`config.mk`:
```
export PLATFORM = sky130hd
export DESIGN_NAME = ov7670_sccb_config
export DESIGN_NICKNAME = d
export VERILOG_FILES = /design/src/rtl/ov7670_pkg.sv /design/src/rtl/ov7670_reg_rom.sv /design/src/rtl/ov7670_sccb_config.sv
export SDC_FILE = /design/constraint.sdc
export NUM_CORES = 1
export LEC_CHECK = 0
export ABC_AREA = 1
export BUFFER_PORTS_ARGS = -buffer_cell sky130_fd_sc_hd__buf_4
export CAP_MARGIN = 5
export CORE_MARGIN = 5
export CORE_UTILIZATION = 50
export CTS_BUF_LIST = sky130_fd_sc_hd__clkbuf_8
export DETAILED_ROUTE_END_ITERATION = 12
export GPL_TIMING_DRIVEN = 1
export PLACE_DENSITY = 0.66
export SYNTH_ARGS = -nofsm -noshare
export SYNTH_HDL_FRONTEND = slang
export SYNTH_SLANG_ARGS = --single-unit
```
`constraint.sdc`:
```
create_clock -name clk -period 7.2 [get_ports clk]
set_input_delay 1.44 -clock clk [delete_from_list [all_inputs] [get_ports clk]]
set_output_delay 1.44 -clock clk [all_outputs]
set_load 0.005 [all_outputs]
```
`src/rtl/ov7670_pkg.sv`:
```
// Shared definitions for the OV7670 SCCB configuration sequencer.
package ov7670_pkg;

  localparam logic [15:0] SCCB_END        = 16'hFFFF;
  localparam logic [7:0]  SCCB_DELAY_ADDR = 8'hF0;
  localparam logic [7:0]  DEV_ID_DEFAULT  = 8'h42;

  // Entries available in the parameter-supplied replacement table.
  localparam int unsigned ROM_OVR_DEPTH = 8;

  typedef enum logic [2:0] {
    IDLE,
    LOAD,
    START,
    BIT,
    STOP,
    GAP,
    DELAY,
    FINISH
  } sccb_state_t;

  // Ninth bit of each 9-bit phase is the don't-care/ACK slot.
  function automatic logic is_ack_slot(input logic [4:0] b);
    return (b == 5'd8) || (b == 5'd17) || (b == 5'd26);
  endfunction

endpackage

```
`src/rtl/ov7670_reg_rom.sv`:
```
// Combinational OV7670 register table (RGB565, QVGA); entry = {reg_addr, reg_data}.
// A parameter-supplied table may replace the camera set for short test runs.
module ov7670_reg_rom
  import ov7670_pkg::*;
#(
  parameter bit                            USE_OVERRIDE   = 1'b0,
  parameter logic [ROM_OVR_DEPTH*16-1:0]   OVERRIDE_TABLE = '1
) (
  input  logic [7:0]  index,
  output logic [15:0] entry
);

  logic [15:0] cam_entry;

  always_comb begin
    case (index)
      8'd0:    cam_entry = 16'h1280;  // COM7 soft reset
      8'd1:    cam_entry = 16'hF00A;  // wait 10 ms for the reset to settle
      8'd2:    cam_entry = 16'h1214;  // COM7 QVGA + RGB
      8'd3:    cam_entry = 16'h40D0;  // COM15 RGB565, full range
      8'd4:    cam_entry = 16'h8C00;
      8'd5:    cam_entry = 16'h1101;
      8'd6:    cam_entry = 16'h0C04;
      8'd7:    cam_entry = 16'h3E19;
      8'd8:    cam_entry = 16'h7211;
      8'd9:    cam_entry = 16'h73F1;
      8'd10:   cam_entry = 16'hA202;
      8'd11:   cam_entry = 16'h1716;
      8'd12:   cam_entry = 16'h1804;
      8'd13:   cam_entry = 16'h3224;
      8'd14:   cam_entry = 16'h1902;
      8'd15:   cam_entry = 16'h1A7A;
      8'd16:   cam_entry = 16'h030A;
      8'd17:   cam_entry = 16'h1500;
      8'd18:   cam_entry = 16'h3A04;
      8'd19:   cam_entry = 16'h3DC0;
      8'd20:   cam_entry = 16'h4F80;
      8'd21:   cam_entry = 16'h5080;
      8'd22:   cam_entry = 16'h5100;
      8'd23:   cam_entry = 16'h5222;
      8'd24:   cam_entry = 16'h535E;
      8'd25:   cam_entry = 16'h5480;
      8'd26:   cam_entry = 16'h589E;
      8'd27:   cam_entry = 16'h13E7;
      8'd28:   cam_entry = 16'h6B4A;
      default: cam_entry = SCCB_END;
    endcase
  end

  always_comb begin
    entry = cam_entry;
    if (USE_OVERRIDE) begin
      entry = (index[7:3] == '0) ? OVERRIDE_TABLE[{index[2:0], 4'b0000} +: 16] : SCCB_END;
    end
  end

endmodule

```
`src/rtl/ov7670_sccb_config.sv`:
```
// Walks the register ROM and issues one SCCB 3-phase write per entry.
// The board level maps the open-drain pin as SIOD = siod_oe ? 1'b0 : 1'bz.
module ov7670_sccb_config
  import ov7670_pkg::*;
#(
  parameter int unsigned                 CLK_HZ       = 24_000_000,
  parameter int unsigned                 SCCB_HZ      = 100_000,
  parameter logic [7:0]                  DEV_ID       = DEV_ID_DEFAULT,
  parameter int unsigned                 GAP_QUARTERS = 8,
  parameter bit                          ROM_OVERRIDE = 1'b0,
  parameter logic [ROM_OVR_DEPTH*16-1:0] ROM_TABLE    = '1
) (
  input  logic       clk,
  input  logic       reset,
  input  logic       start,
  output logic       sioc,
  output logic       siod_oe,
  output logic       busy,
  output logic       done,
  output logic [7:0] index
);

  localparam int unsigned QDIV     = CLK_HZ / (4 * SCCB_HZ);
  localparam int unsigned MS_CYC   = CLK_HZ / 1000;
  localparam logic [4:0]  LAST_BIT = 5'd26;

  sccb_state_t state, state_n;
  logic [31:0] qcnt, qcnt_n;
  logic [1:0]  q, q_n;
  logic [4:0]  bit_cnt, bit_n;
  logic [26:0] sh, sh_n;
  logic [31:0] gap_cnt, gap_n;
  logic [31:0] dly_cnt, dly_n;
  logic [7:0]  index_n;
  logic        busy_n, done_n, sioc_n, oe_n;
  logic        timed, tick, advance;
  logic [15:0] rom_entry;

  ov7670_reg_rom #(
    .USE_OVERRIDE   (ROM_OVERRIDE),
    .OVERRIDE_TABLE (ROM_TABLE)
  ) u_rom (
    .index (index),
    .entry (rom_entry)
  );

  // Quarter divider restarts on entry to START so every quarter is full length.
  assign timed = (state == START) || (state == BIT) || (state == STOP) || (state == GAP);
  assign tick  = timed && (qcnt == QDIV - 1);

  always_comb begin
    state_n = state;
    qcnt_n  = (timed && !tick) ? qcnt + 32'd1 : '0;
    q_n     = q;
    bit_n   = bit_cnt;
    sh_n    = sh;
    gap_n   = gap_cnt;
    dly_n   = dly_cnt;
    index_n = index;
    busy_n  = busy;
    done_n  = done;
    advance = 1'b0;

    case (state)
      IDLE: begin
        if (start) begin
          state_n = LOAD;
          index_n = '0;
          busy_n  = 1'b1;
          done_n  = 1'b0;
        end
      end
      LOAD: begin
        q_n   = '0;
        bit_n = '0;
        gap_n = '0;
        if (rom_entry == SCCB_END) begin
          state_n = FINISH;
        end else if (rom_entry[15:8] == SCCB_DELAY_ADDR) begin
          state_n = DELAY;
          dly_n   = 32'(rom_entry[7:0]) * MS_CYC;
        end else begin
          state_n = START;
          sh_n    = {DEV_ID, 1'b0, rom_entry[15:8], 1'b0, rom_entry[7:0], 1'b0};
        end
      end
      START: begin
        if (tick) state_n = BIT;
      end
      BIT: begin
        if (tick) begin
          q_n = q + 2'd1;
          if (q == 2'd3) begin
            if (bit_cnt == LAST_BIT) begin
              state_n = STOP;
            end else begin
              bit_n = bit_cnt + 5'd1;
              sh_n  = {sh[25:0], 1'b0};
            end
          end
        end
      end
      STOP: begin
        if (tick) begin
          if (q == 2'd2) begin
            state_n = GAP;
            q_n     = '0;
          end else begin
            q_n = q + 2'd1;
          end
        end
      end
      GAP: begin
        if (tick) begin
          if (gap_cnt + 32'd1 >= GAP_QUARTERS) advance = 1'b1;
          else gap_n = gap_cnt + 32'd1;
        end
      end
      DELAY: begin
        if (dly_cnt <= 32'd1) advance = 1'b1;
        else dly_n = dly_cnt - 32'd1;
      end
      FINISH: begin
        state_n = IDLE;
        busy_n  = 1'b0;
        done_n  = 1'b1;
      end
      default: state_n = IDLE;
    endcase

    if (advance) begin
      if (index == 8'hFF) begin
        state_n = FINISH;
      end else begin
        state_n = LOAD;
        index_n = index + 8'd1;
      end
    end

    // Bus pins are a registered function of the next state and quarter.
    sioc_n = 1'b1;
    oe_n   = 1'b0;
    case (state_n)
      START: oe_n = 1'b1;
      BIT: begin
        sioc_n = q_n[1];
        oe_n   = ~sh_n[26] & ~is_ack_slot(bit_n);
      end
      STOP: begin
        sioc_n = (q_n != 2'd0);
        oe_n   = (q_n != 2'd2);
      end
      default: ;
    endcase
  end

  always_ff @(posedge clk or posedge reset) begin
    if (reset) begin
      state   <= IDLE;
      qcnt    <= '0;
      q       <= '0;
      bit_cnt <= '0;
      sh      <= '0;
      gap_cnt <= '0;
      dly_cnt <= '0;
      index   <= '0;
      busy    <= 1'b0;
      done    <= 1'b0;
      sioc    <= 1'b1;
      siod_oe <= 1'b0;
    end else begin
      state   <= state_n;
      qcnt    <= qcnt_n;
      q       <= q_n;
      bit_cnt <= bit_n;
      sh      <= sh_n;
      gap_cnt <= gap_n;
      dly_cnt <= dly_n;
      index   <= index_n;
      busy    <= busy_n;
      done    <= done_n;
      sioc    <= sioc_n;
      siod_oe <= oe_n;
    end
  end

endmodule

```
# Word-level counts from Yosys, hierarchy flattened
# Memory sizes are Yosys's and may differ from the RTL's.
# Cells that the tools add are included.
# word_totals
mem_bits_rw	0
rom_bits	512
latch_bits	0
ff_bits	145
input_bits	3
word_cells	125
memories	1
# mem_list
name	depth	width	rd	rd_ports_with_merged_regs	write_ports	line_no	text
(no name shown)	32	16	1	0	0	ov7670_reg_rom.sv:16	case (index)
# classes
add_sub_neg	6
n_lt_le_gt_ge	2
n_bitwise	3
div_mod_pow	0
multipliers	1
n_shift	0
muxes	49
n_eq_ne	31
reduce_logical	19
# op_table
op	count
$mux W32	6
$mux W27	5
$pmux W32 S2	2
$add A32 B1 Y32 const B	2
$pmux W27 S2	1
$mux W3	11
$eq A32 B6 Y1 const B	1
$ge A32 B4 Y1 const B	1
$le A32 B1 Y1 const B	1
$mux W8	4
$sub A32 B1 Y32 const B	1
$ne A2 B2 Y1 const B	10
$pmux W3 S6	1
$mul A8 B9 Y17 const B	1
$eq A16 B16 Y1 const B	1
$eq A8 B8 Y1 const B	2
$mux W16	1
$eq A3 B3 Y1 const B	5
$eq A5 B5 Y1 const B	3
$mux W5	3
$eq A3 B2 Y1 const B	4
$pmux W5 S2	1
$reduce_bool A2 Y1	5
$add A8 B1 Y8 const B	1
21 further kinds	38

# Depth between registers and ports, before layout
# logic_depth
word_depth	13
depth_mapped	27

# By module
# A second synthesis with hierarchy kept.
# hier_totals
cells_unflattened	1571
area_unflattened_um2	11054.4
# by_module_without_submodules
mod	seq_area_each_um2	n_inst	area_each_um2	cells_per_inst
ov7670_sccb_config	3604.7	1	10236.1	1405
ov7670_reg_rom	0.0	1	818.3	166

# Worst setup path after synthesis
# Ideal clock, no wire load.
# synth_timing
kind	register to register
from	reg index[0]
to	reg dly_cnt[16]
arrival_ns	5.725
path_stages_with_launch	25
setup_time_ns	0.123
setup_slack_ns	1.352
period_less_slack_ns	5.848
path_cell_list	dfrtp_1 -> inv_1 -> ha_1 -> inv_1 -> nand2_1 -> a21oi_1 -> a2111oi_0 -> fa_1 -> fa_1 -> inv_1 -> fa_1 -> inv_1 -> fa_1 -> inv_1 -> ha_1 -> nand2_1 -> nand2_1 -> inv_1 -> o21ai_0 -> a21oi_1 -> nor2_1 -> o21ai_0 -> nand2_1 -> xor2_1 -> o221a_2
# synth_between
elab_chain_cells	6
# synth_rtl
item	line_no	text
start: declaration	ov7670_sccb_config.sv:20	output logic [7:0] index
start signal: assignment	ov7670_sccb_config.sv:179	index <= index_n;
$mem_v2 Z32 W16 (*)	--	
$mux W16 (*)	ov7670_reg_rom.sv:16	
$mul A8 B9 Y17	ov7670_sccb_config.sv:81	dly_n = 32'(rom_entry[7:0]) * MS_CYC;
$mux W32	ov7670_sccb_config.sv:79	end else if (rom_entry[15:8] == SCCB_DELAY_ADDR) begin
$mux W32	ov7670_sccb_config.sv:77	if (rom_entry == SCCB_END) begin
$pmux W32 S2	ov7670_sccb_config.sv:64	case (state)
end signal: assignment	ov7670_sccb_config.sv:178	dly_cnt <= dly_n;
end: declaration	ov7670_sccb_config.sv:33	logic [31:0] dly_cnt, dly_n;
# Mark *: on every way between the ends. The rest lies on a longest branch, timed or not. The select of a mux whose other input is x is not followed.
# A chain may end at the register's enable or synchronous reset.

# Worst setup path in the final report
# layout_timing
from	reg index[2]
to	reg dly_cnt[16]
# Same word-level chain as after synthesis.

==> flow_metrics.tcl <==
set metrics [dict create \
    port_buffers 14 \
    setup_ws_ns 1.40 \
    cts_root_buffer "clkbuf_8" \
    core-area_um2 21700 \
    ys_types 59 \
    finalInstanceArea_um2 11700 \
    die_h_um 158 \
    vdd_drop_max_uv 177 \
    worstPathCellList "inv_2 -> nand3_1 -> a21oi_1 -> a2111oi_1 -> buf_4 -> fa_1 -> fa_1 -> inv_1 -> fa_1 -> inv_1 -> fa_1 -> inv_1 -> ha_1 -> nand2_1 -> nand2_1 -> inv_1 -> o21ai_0 -> a21oi_1 -> nor2_1 -> o21ai_0 -> nand2_1 -> xor2_1 -> o221a_2" \
    routed_wl_mm 26.2 \
    clock.fmax_mhz 172 \
    startpoint_type "flop" \
    drcViolationCount 0 \
    ys_async_sr_fraction_pct 100 \
    drt-vias-per-instance 5.25 \
    max_cap_viol_count 0 \
    synth-main-ff-cell "dfrtp_1" \
    clkTransAtPathRegs_ns 0.09 \
    endpoint_kind "flop" \
    min_period_ns 5.80 \
    drive_above_1_share_pct 5.35 \
    ant_nets 0 \
    finalSetupViolCount 0 \
    dp_slack_ns 1.40 \
    ioPinCount 15 \
    cts_tree "done" \
    synth-xor-area-share_pct 1.60 \
    fp-row-count 54 \
    die-area_um2 25000 \
    synthMuxAreaShare_pct 0 \
    post_cts_resize_count 0 \
    slew_headroom_pct 22.9 \
    clock_skew_ns 0.0189 \
    grt_max_degree 76 \
    fin_setup_tns_ns 0 \
    diodes 0 \
    synthSimpleGateAreaFrac_pct 33.6 \
    ys_seq_elements 144 \
    worst_slew_pin_slew_ns 1.15 \
    cts_made_buffers 17 \
    holdBufCountCts 0 \
    clock_sinks 144 \
    rrSetupSlack_ns 1.40 \
    synth_fa_ha_area_share_pct 11.7 \
    vias 9907 \
    status "finished, final reports clean" \
    initial_utilization_pct 50.5 \
    detail_route.first_pass.iterations 5 \
    avgSynthCellArea_um2 6.91 \
    gp_congestion 0.912 \
    synth_edf_count 0 \
    crit_fanout 23 \
    syn2layout_area_growth_pct 6.93 \
    layout_commonest_cell "nand2_1" \
    die_w_um 158 \
    p_per_area_nw_per_um2 258 \
    detail_route.wl_per_cell_um 13.9 \
    synth_area_um2 10900 \
    htree_levels 4 \
    slowest_stage "dfrtp_1" \
    min_period_over_period_pct 80.5 \
    post_dp_cell_area_um2 11300 \
    grt_pass1_wl_mm 45.7 \
    fillCellCount 2153 \
    grt_usage_pct 22.2 \
    postCtsSetupBuffers 0 \
    grt_antenna_before_repair 0 \
    fin_nets 1684 \
    total_power_mw 3.02 \
    clk_path_buf_depth 2 \
    ys_seq_area_share_pct 32.9 \
    finalHoldViolCount 0 \
    critical_path_required_ns 7.56 \
    syn_inst 1584 \
    fin_hold_ws_ns 0.469 \
    leakage_nw 5.77 \
    clock_latency_ns 0.46 \
    synth_nets 1674 \
    grt_pass1_vias 9607 \
    ys_warn_count 0 \
    synth_compound_area_share_pct 10.7 \
    maxSlewViolCount 0 \
    rsz0062_at_grt "false" \
    grt.overflow.total 0 \
    dr.first_iter.drc_count 574 \
    synth_top_family_by_area "simple AND/OR/NAND/NOR gates" \
    max_stage_delay_ns 0.87 \
    final_cell_mix "nand2_1, nor2_1, inv_1" \
    hp-class "reg -> reg" \
    critPathKind "reg -> reg" \
    cp.arrival_ns 6.16 \
    hpwl_mm 19.8 \
]
==> flip-flops by register name, indices dropped and copies added (netlist names) <==
register and flops:
siod_oe 1, qcnt 32, sioc 1, dly_cnt 32
gap_cnt 32, state 3, q 2, index 8
busy 1, bit_cnt 5, sh 26, done 1
==> stage by stage <==
stage	std cells	utilization, %
finish	1887	54.0
global route	1887	54.0
CTS	1887	54.0
detailed placement	1855	52.1
global placement	1855	52.1
floorplan	1584	-
==> where the power goes <==
group	switching (mW)	internal, mW
logic	0.864	0.436
clock network	0.332	0.327
registers	0.119	0.946
==> kinds of logic (layout without fill, tap and decap cells) <==
| family | after synthesis | count (layout) |
|---|---|---|
| buf+inv | 265 | 288 |
| simple gates | 862 | 862 |
| compound gates | 206 | 206 |
| xor+xnor | 20 | 20 |
| fa+ha+maj | 87 | 87 |
| flops | 144 | 144 |
==> synthesized netlist by cell type, types with 13 or more instances <==
master    number  share of area (%)
nand2_1      393                 13
nor2_1       237                8.1
inv_1        231                7.9
dfrtp_1      143                 33
nand3_1      127                5.8
o21ai_0       82                3.7
a21oi_1       62                2.8
ha_1          62                7.1
nor3_1        37                1.7
fa_1          25                4.6
nand4_1       22                1.3
xor2_1        16                1.3
clkbuf_1      13               0.45
==> layer usage <==
layer	wire, um	vias up	global-route usage [%]	part of all wire (%)
met5	0	-	0	0
li1	-	5127	-	-
met1	12600	4608	29.9	48
met3	717	32	3.42	2.7
met2	12500	140	37.7	48
met4	393	0	5.77	1.5
==> layout make-up <==
class                           count  area, um2  area share (%)
Clock buffer                       19        262            2.23
Clock inverter                     13        138            1.18
Inverter                          237        895            7.64
Multi-Input combinational cell   1175       6320            53.9
Sequential cell                   144       3600            30.8
Tap cell                          280        350            2.99
Timing Repair Buffer               19        143            1.22
==> path summary, 6_finish.rpt <==
kind	from	endpoint	cells after the start
max	index[2]	dly_cnt[16]	23
max reg2reg	index[2]	dly_cnt[16]	23
min reg2reg	qcnt[0]	qcnt[0]	1
min in group asynchronous	reset	dly_cnt[25]	2
max in group asynchronous	reset	gap_cnt[28]	3
min	qcnt[0]	qcnt[0]	1
==> critical path, delay by kind of cell, from the launching register on <==
family                   cells  cell delay (ns)
flip-flops                   1             0.87
XOR/XNOR                     1             0.14
adder cells (fa/ha/maj)      5             2.42
AO/OA/AOI/OAI                6             1.09
buffers and inverters        6             0.71
AND/OR/NAND/NOR              5             0.45
Note: power is estimated with default switching activity, not from simulation.
